--- src/rtl/cla_seq_adder.sv ---
// Byte-serial wide adder: streams latched operands LSB-first through an external 8-bit CLA.
// Result and done pulse come NBYTES+1 cycles after accept; start is honoured only in IDLE.
module cla_seq_adder #(
  parameter int NBYTES = 4
) (
  input  logic                clk,
  input  logic                rstN,
  input  logic                start,
  input  logic [8*NBYTES-1:0] opA,
  input  logic [8*NBYTES-1:0] opB,
  input  logic                cIn,
  output logic                busy,
  output logic                done,
  output logic [8*NBYTES:0]   sum,
  output logic [7:0]          adderA,
  output logic [7:0]          adderB,
  output logic                adderCin,
  input  logic [8:0]          adderSum
);

  localparam int IW = (NBYTES > 1) ? $clog2(NBYTES) : 1;
  localparam logic [IW-1:0] LAST = IW'(NBYTES - 1);

  typedef enum logic [1:0] {
    S_IDLE = 2'd0,
    S_RUN  = 2'd1,
    S_DONE = 2'd2
  } state_t;

  state_t              state;
  state_t              state_nxt;
  logic [IW-1:0]       idx;
  logic                carry;
  logic [8*NBYTES-1:0] a_q;
  logic [8*NBYTES-1:0] b_q;
  logic                last;

  assign last = (idx == LAST);

  always_ff @(posedge clk or negedge rstN) begin
    if (!rstN) state <= S_IDLE;
    else       state <= state_nxt;
  end

  // Adder inputs are zero outside RUN so the shared CLA sees no stale limbs.
  always_comb begin
    state_nxt = state;
    adderA    = '0;
    adderB    = '0;
    adderCin  = 1'b0;
    case (state)
      S_IDLE: if (start) state_nxt = S_RUN;
      S_RUN: begin
        adderA   = a_q[8*idx +: 8];
        adderB   = b_q[8*idx +: 8];
        adderCin = carry;
        if (last) state_nxt = S_DONE;
      end
      S_DONE:  state_nxt = S_IDLE;
      default: state_nxt = S_IDLE;
    endcase
  end

  always_ff @(posedge clk or negedge rstN) begin
    if (!rstN) begin
      idx   <= '0;
      carry <= 1'b0;
      a_q   <= '0;
      b_q   <= '0;
      sum   <= '0;
      busy  <= 1'b0;
      done  <= 1'b0;
    end else begin
      case (state)
        S_IDLE: begin
          if (start) begin
            a_q   <= opA;
            b_q   <= opB;
            carry <= cIn;
            idx   <= '0;
            busy  <= 1'b1;
          end
        end
        S_RUN: begin
          sum[8*idx +: 8] <= adderSum[7:0];
          carry           <= adderSum[8];
          if (last) begin
            sum[8*NBYTES] <= adderSum[8];
            done          <= 1'b1;
          end else begin
            idx <= idx + 1'b1;
          end
        end
        S_DONE: begin
          done <= 1'b0;
          busy <= 1'b0;
        end
        default: begin
          done <= 1'b0;
          busy <= 1'b0;
        end
      endcase
    end
  end

endmodule

--- config.mk ---
export PLATFORM = sky130hd
export DESIGN_NAME = cla_seq_adder
export DESIGN_NICKNAME = d
export VERILOG_FILES = /design/src/rtl/cla_seq_adder.sv
export SDC_FILE = /design/constraint.sdc
export NUM_CORES = 1
export LEC_CHECK = 0
export CAP_MARGIN = 10
export CELL_PAD_IN_SITES_DETAIL_PLACEMENT = 0
export CELL_PAD_IN_SITES_GLOBAL_PLACEMENT = 2
export CORE_MARGIN = 5
export CORE_UTILIZATION = 33
export CTS_BUF_LIST = sky130_fd_sc_hd__clkbuf_2 sky130_fd_sc_hd__clkbuf_4 sky130_fd_sc_hd__clkbuf_8
export CTS_CLUSTER_DIAMETER = 40
export CTS_CLUSTER_SIZE = 8
export DETAILED_ROUTE_END_ITERATION = 8
export PLACE_DENSITY_LB_ADDON = 0.25
export SLEW_MARGIN = 20
export SYNTH_ARGS = -nofsm -noshare
export SYNTH_HDL_FRONTEND = slang
export SYNTH_SLANG_ARGS = --single-unit
--- constraint.sdc ---
create_clock -name clk -period 6 [get_ports clk]
set_clock_uncertainty 0.15 [all_clocks]
set_input_delay 1.2 -clock clk [delete_from_list [all_inputs] [get_ports clk]]
set_output_delay 1.2 -clock clk [all_outputs]
set_load 0.1 [all_outputs]
# Yosys cells after proc, flatten, opt, wreduce, memory -nomap -nowiden
# Cells that the tools add are included.
# word_totals
reg_bits	104
input_bits	77
output_inout_bits	52
word_cells	46
# classes
add_sub_neg	2
n_eq_ne	5
n_shift	4
mux	17
bitwise	2
reduce_logical	8
# op_table
cell	count
variable part select 32 x 6 -> 8 bit	2
negator 5 -> 34 bit	1
variable shift 8 x 34 -> 33 bit (first input constant)	1
variable part select 8 x 34 -> 33 bit	1
bitwise mux 33 bit	1
two-way mux 8 bit	2
AND reduction 2 bit	5
two-way mux 2 bit	4
one-hot mux 2 bit (2 select lines)	2
!= test 2 bit (second input constant)	3
one-hot mux 1 bit (2 select lines)	3
two-way mux 1 bit	5
AND reduction 3 bit	1
adder 2 x 1 -> 2 bit (second input constant)	1
== test 2 x 1 -> 1 bit (second input constant)	1
== test 2 bit (second input constant)	1
logical NOT 2 bit	1
NOT 1 bit	2
nonzero test 2 bit	1

# Logic depth before layout (Yosys ltp)
# Gate-level depths: netlist (run 1).
# logic_depth
ltp_word	4
depth_mapped	8
ltp_nobuf	5

# Worst setup path before layout (run 1)
# OpenSTA, ideal clock, no wires.
# synth_path
path_type	register -> output
startpoint	reg idx[1]
endpoint	out adderA[2]
arrival_ps	1732
required_time_ps	4650
setup_slack_ps	2918
path_stages_with_launch	5
path_buffers	2
cell_sequence	dfrtp_1 > buf_2 > buf_2 > mux4_2 > and2_1
# synth_via
elab_chain_len	2
# synth_rtl
element	line_no	rtl
from (decl)	32	logic [IW-1:0] idx;
from (signal assigned)	91	idx <= idx + 1'b1;
variable part select 32 x 6 -> 8 bit	54	adderA = a_q[8*idx +: 8];
two-way mux 8 bit	51	case (state)
to (decl)	15	output logic [7:0] adderA,
# Every way passes these cells.

# Worst setup path after layout (run 1)
# layout_path
startpoint	reg idx[1]
endpoint	out adderB[4]
# layout_via
elab_chain_len	2
# layout_rtl
element	line_no	rtl
variable part select 32 x 6 -> 8 bit	55	adderB = b_q[8*idx +: 8];
two-way mux 8 bit	51	
to (decl)	16	output logic [7:0] adderB,
# Every way passes these cells.

==> impl_metrics.ini, run 1 <==
[yosys]
synth_edf_count = 0
yosys_warnings = 0
ys_seq_area_frac = 0.5641
synth_area_leaders = dfrtp_1, nand2_1, mux4_2, a22o_1, and2_1
ys.flop_type = dfrtp_1
syn-cell-area_um2 = 4613
synth_area_per_cell_um2 = 10.65
async_reset_ff_frac = 1.000
synth.most_common_cell = nand2_1
post-synth-top-area-fraction = 0.5641
postSynthCellCount = 433
synth.distinct_cells = 29
yosys.area.top_type = dfrtp_1
synth_common_cells = nand2_1, dfrtp_1, a22o_1
ys_ff_latch = 104
synthesis.nets = 517

[cells_and_area]
final_nets = 637
multi_input_area_um2 = 1824
diodes = 0
drive_gt1_frac = 0.08244
final_cells = 738
synthToLayoutAreaGrowth_pct = 33.69
nFillCells = 1396
seq_area_um2 = 2604

[clocking]
htreeDepth = 3
cts.sinks = 104
cts_tree = yes
clk_path_buf_depth = 2
clock-root-buffer = clkbuf_8
insertion_delay_ps = 380
post_cts_buffers = 0
cts-hold-fix-buffers = 0
cts_repair_resize_count = 0
clkSlewWorstSetupHoldPaths_ps = 100
cts_buffers = 9

[placed_design]
port_buffers = 128
hpwl_um = 7979
dp_cells = 722
gp_congestion = 0.7391
dp_slack_ps = 1925

[timing]
setup_ws_ps = 1559
period_needed_ps = 4441
setup_viol = 0
rsz0062_at_grt = no
drv_slew = 0
setup-tns-final_ps = 0
tightest_slew_ps = 1044
slew_headroom = 0.3042
hold_viol = 0
clock.fmax_ghz = 0.2252
timing.final.crit_share = 0.7402

[detailed_routing]
drt-pass1-iter-count = 4
antenna_left = 0
drc = 0
vias = 3445
drt_iter0_markers = 212
drt-wirelength-per-cell_um = 15.78
viasPerCell = 4.668
drt-total-wl_um = 11640

[critical_path]
start_kind = flip-flop
worstPathRequired_ps = 4650
endpoint_kind = output port
cp_max_fo = 21
crit_type = reg -> out
cp.arrival_ps = 3090

[die]
start_util = 0.3349
die_h_um = 128.2
design.die.area_um2 = 16440
dieWidth_um = 128.2
core-area_um2 = 13770
io_pins = 129
fp-row-count = 43

[grt]
overflow = 0
grt_pass1_wl_um = 19130
grt_max_degree = 66
antenna_found_initial = 0
grt_pass1_vias = 3641
track_usage = 0.1470

[run]
drv_cap = 0

[hold_path]
min_path_type = reg -> reg

[run_status]
status = completed
==> cell families after synthesis <==
logic type	count (synthesis)	synth area share
DFF	104	0.5641
and+or+nand+nor	237	0.2243
AOI/OAI and AO/OA	40	0.07052
buffers and inverters	28	0.04149
muxes	17	0.08055
adders and majority gates	7	0.01898
==> state kept, by name, indices dropped and copies added, names as in the netlist <==
name,flops
busy,1
carry,1
idx,2
a_q,32
b_q,32
done,1
state,2
sum,33
==> cells in the final DEF, fill, tap and decap left out, drive strengths merged <==
| cell | count |
|---|---|
| nand2b | 2 |
| nor2 | 3 |
| a22o | 30 |
| o21ai | 2 |
| buf | 5 |
| nand2 | 199 |
| clkdlybuf4s50 | 127 |
| and2b | 1 |
| nor4 | 1 |
| nor3b | 2 |
| nor3 | 2 |
| a21oi | 5 |
| clkbuf | 9 |
| ha | 7 |
| o41ai | 2 |
| clkinv | 2 |
| nand3b | 5 |
| inv | 9 |
| or3b | 1 |
| nor2b | 1 |
| and2 | 18 |
| clkinvlp | 1 |
| and4 | 1 |
| mux2 | 1 |
| mux4 | 16 |
| dfrtp | 104 |
| a221o | 1 |
| nand4 | 1 |
==> final cells by class <==
class | count | share of cell area
clock buffer | 9 | 0.02009
clock inverter | 7 | 0.01014
inverter | 5 | 0.003043
multi-input combinational | 301 | 0.2958
sequential | 104 | 0.4222
tap | 180 | 0.03652
timing repair buffer | 132 | 0.2122
==> final timing paths <==
kind	from	endpoint	slack, ps	depth (start not counted)
max in group asynchronous	rstN	idx[0]$_DFFE_PN0P_	3840	2
min in group asynchronous	rstN	a_q[5]$_DFFE_PN0P_	650	1
setup reg to reg	idx[1]$_DFFE_PN0P_	sum[0]$_DFFE_PN0P_	3270	4
hold / removal	a_q[15]$_DFFE_PN0P_	a_q[15]$_DFFE_PN0P_	330	2
hold reg to reg	a_q[15]$_DFFE_PN0P_	a_q[15]$_DFFE_PN0P_	330	2
setup / recovery	idx[1]$_DFFE_PN0P_	adderB[4]	1560	3
==> stage by stage <==
stage | util | hold WS [ps] | area (um^2)
after global routing | 0.4478 | 350.9 | 6167
final | 0.4478 | 331.8 | 6167
after floorplan | - | 289.5 | 4613
after CTS | 0.4478 | 335.4 | 6167
after global placement | 0.4342 | 304.0 | 5981
after detailed placement | 0.4342 | 308.2 | 5981
==> metal layers <==
layer	vias up	global-route usage	share of wire
met2	96	0.2197	0.47
met4	0	0.03558	0.0093
met5	-	0	0
met1	1670	0.2042	0.46
li1	1673	-	-
met3	6	0.05292	0.068
==> worst max-delay path, stage by stage, from the launching register on <==
cell and delay (ps):
dfrtp_1 1050, mux4_2 360, and2_1 160, clkdlybuf4s50_1 1140
Power of run 1 is left out: the tool's default activity adds up to more than one toggle a clock period on the data nets, which glitch-free logic cannot reach.
==> run 2: changes to the inputs <==
- CORE_UTILIZATION: 33 -> 28
- clock period: 6 -> 3.89 ns (I/O delays scaled with it)
==> run 2 against run 1 <==
Net effect:
- cell area rose by 0.95%
- cell count increased by 5.4%
- critical path depth stayed put
- sequential share of layout area decreased by 0.40 points
- utilization is 6.7 points lower
- non-clock buffer count did not move
- wire length up 6.4%
- via count up 0.49%
- clock-buffer cell count is 1 higher
- worst hold slack worse by 54 ps
- register-to-register slack lost 2200 ps
- critical path type unchanged
- critical endpoint is now adderB[3]
- largest cell class unchanged
==> impl_metrics.ini, run 2 (synthesis gave the netlist of run 1 again) <==
[cells_and_area]
final_nets = 637
synthToLayoutAreaGrowth_pct = 34.96
final_common_cell = nand2_1
regMostFlops = sum
largest_reg_flops = 33
reg_top3 = sum: 33 flops, a_q: 32 flops, b_q: 32 flops
seq_area_um2 = 2604
drive_gt1_frac = 0.1129
nFillCells = 1685
diodes = 0
final_cell_mix = nand2_1, clkdlybuf4s50_1, dfrtp_1
multi_input_area_um2 = 1824

[critical_path]
start_kind = flip-flop
reg2regPathDepth = 5
worstPathRequired_ps = 2960
r2r-end = sum[19]$_DFFE_PN0P_
cp_max_fo = 25
reg2reg_from = idx[1]$_DFFE_PN0P_
endpoint_kind = output port
crit_type = reg -> out
startpoint = idx[0]$_DFFE_PN0P_
cp.arrival_ps = 2360
r2r_setup_slack_ps = 1120

[run_status]
status = completed

[placed_design]
port_buffers = 128
hpwl_um = 8580
gp_congestion = 0.7602
dp_slack_ps = 955.3

[grt]
grt_pass1_wl_um = 20610
track_usage = 0.1330
antenna_found_initial = 0
overflow = 0
grt_pass1_vias = 3805
grt_max_degree = 66

[die]
core-area_um2 = 16350
dieWidth_um = 138.4
fp-row-count = 47
die_h_um = 138.4
start_util = 0.2822
design.die.area_um2 = 19140
io_pins = 129

[clocking]
clkSlewWorstSetupHoldPaths_ps = 100
cts_repair_resize_count = 0
cts_tree = yes
clk_path_buf_depth = 2
post_cts_buffers = 0
htreeDepth = 3
cts.sinks = 104
cts-hold-fix-buffers = 0
insertion_delay_ps = 380
clock-root-buffer = clkbuf_8
cts_buffers = 9

[timing]
drv_slew = 0
period_needed_ps = 3292
rsz0062_at_grt = no
slew_headroom = 0.2837
setup_viol = 0
hold_viol = 0
setup_ws_ps = 598.2
tightest_slew_ps = 1074
timing.final.crit_share = 0.8462
clock.fmax_ghz = 0.3038
setup-tns-final_ps = 0

[detailed_routing]
drt-pass1-iter-count = 5
drt_iter0_markers = 117
antenna_left = 0
drt-wirelength-per-cell_um = 15.92
vias = 3462
drt-total-wl_um = 12390
drc = 0
viasPerCell = 4.450

[hold_path]
min_path_type = in -> async

[run]
drv_cap = 0
## run 2: stage by stage
| step | hold WS (ps) | std cells | area (um^2) | util |
|---|---|---|---|---|
| 5_1_grt | 312.7 | 778 | 6226 | 0.3808 |
| 3_3_place_gp | 302.2 | 762 | 6001 | 0.3671 |
| 2_1_floorplan | 289.5 | 433 | 4613 | - |
| 6_report | 277.8 | 778 | 6226 | 0.3808 |
| 4_1_cts | 277.4 | 778 | 6226 | 0.3808 |
| 3_5_place_dp | 308.4 | 762 | 6001 | 0.3671 |
## run 2: worst max-delay path: stages, from the launching register on
cell and delay (ps):
dfrtp_2 950, mux4_2 600, and2_1 180, buf_4 230
## run 2: how the worst max path moves through the flow
stage / slack, ps / to / depth (start not counted)
3_3_place_gp: 980 / adderB[3] / 3
2_1_floorplan: 1230 / adderA[2] / 4
5_1_grt: 430 / adderB[1] / 3
3_5_place_dp: 960 / adderB[3] / 3
6_report: 600 / adderB[3] / 3
4_1_cts: 500 / adderB[3] / 3
## run 2: per-layer routing
layer / track usage / wire, um / vias up
li1: - / - / 1670
met5: 0 / 0 / -
met4: 0.03952 / 148 / 0
met1: 0.1815 / 5944 / 1689
met2: 0.2102 / 5647 / 95
met3: 0.03349 / 648 / 8
## run 2: final cells by class
class / count / share of cell area
Sequential cell: 104 / 0.4182
Multi-Input combinational cell: 301 / 0.2930
Timing Repair Buffer: 132 / 0.2054
Tap cell: 220 / 0.04421
Clock buffer: 10 / 0.02110
Clock inverter: 6 / 0.01507
Inverter: 5 / 0.003014
Power of run 2 is left out for the same reason.
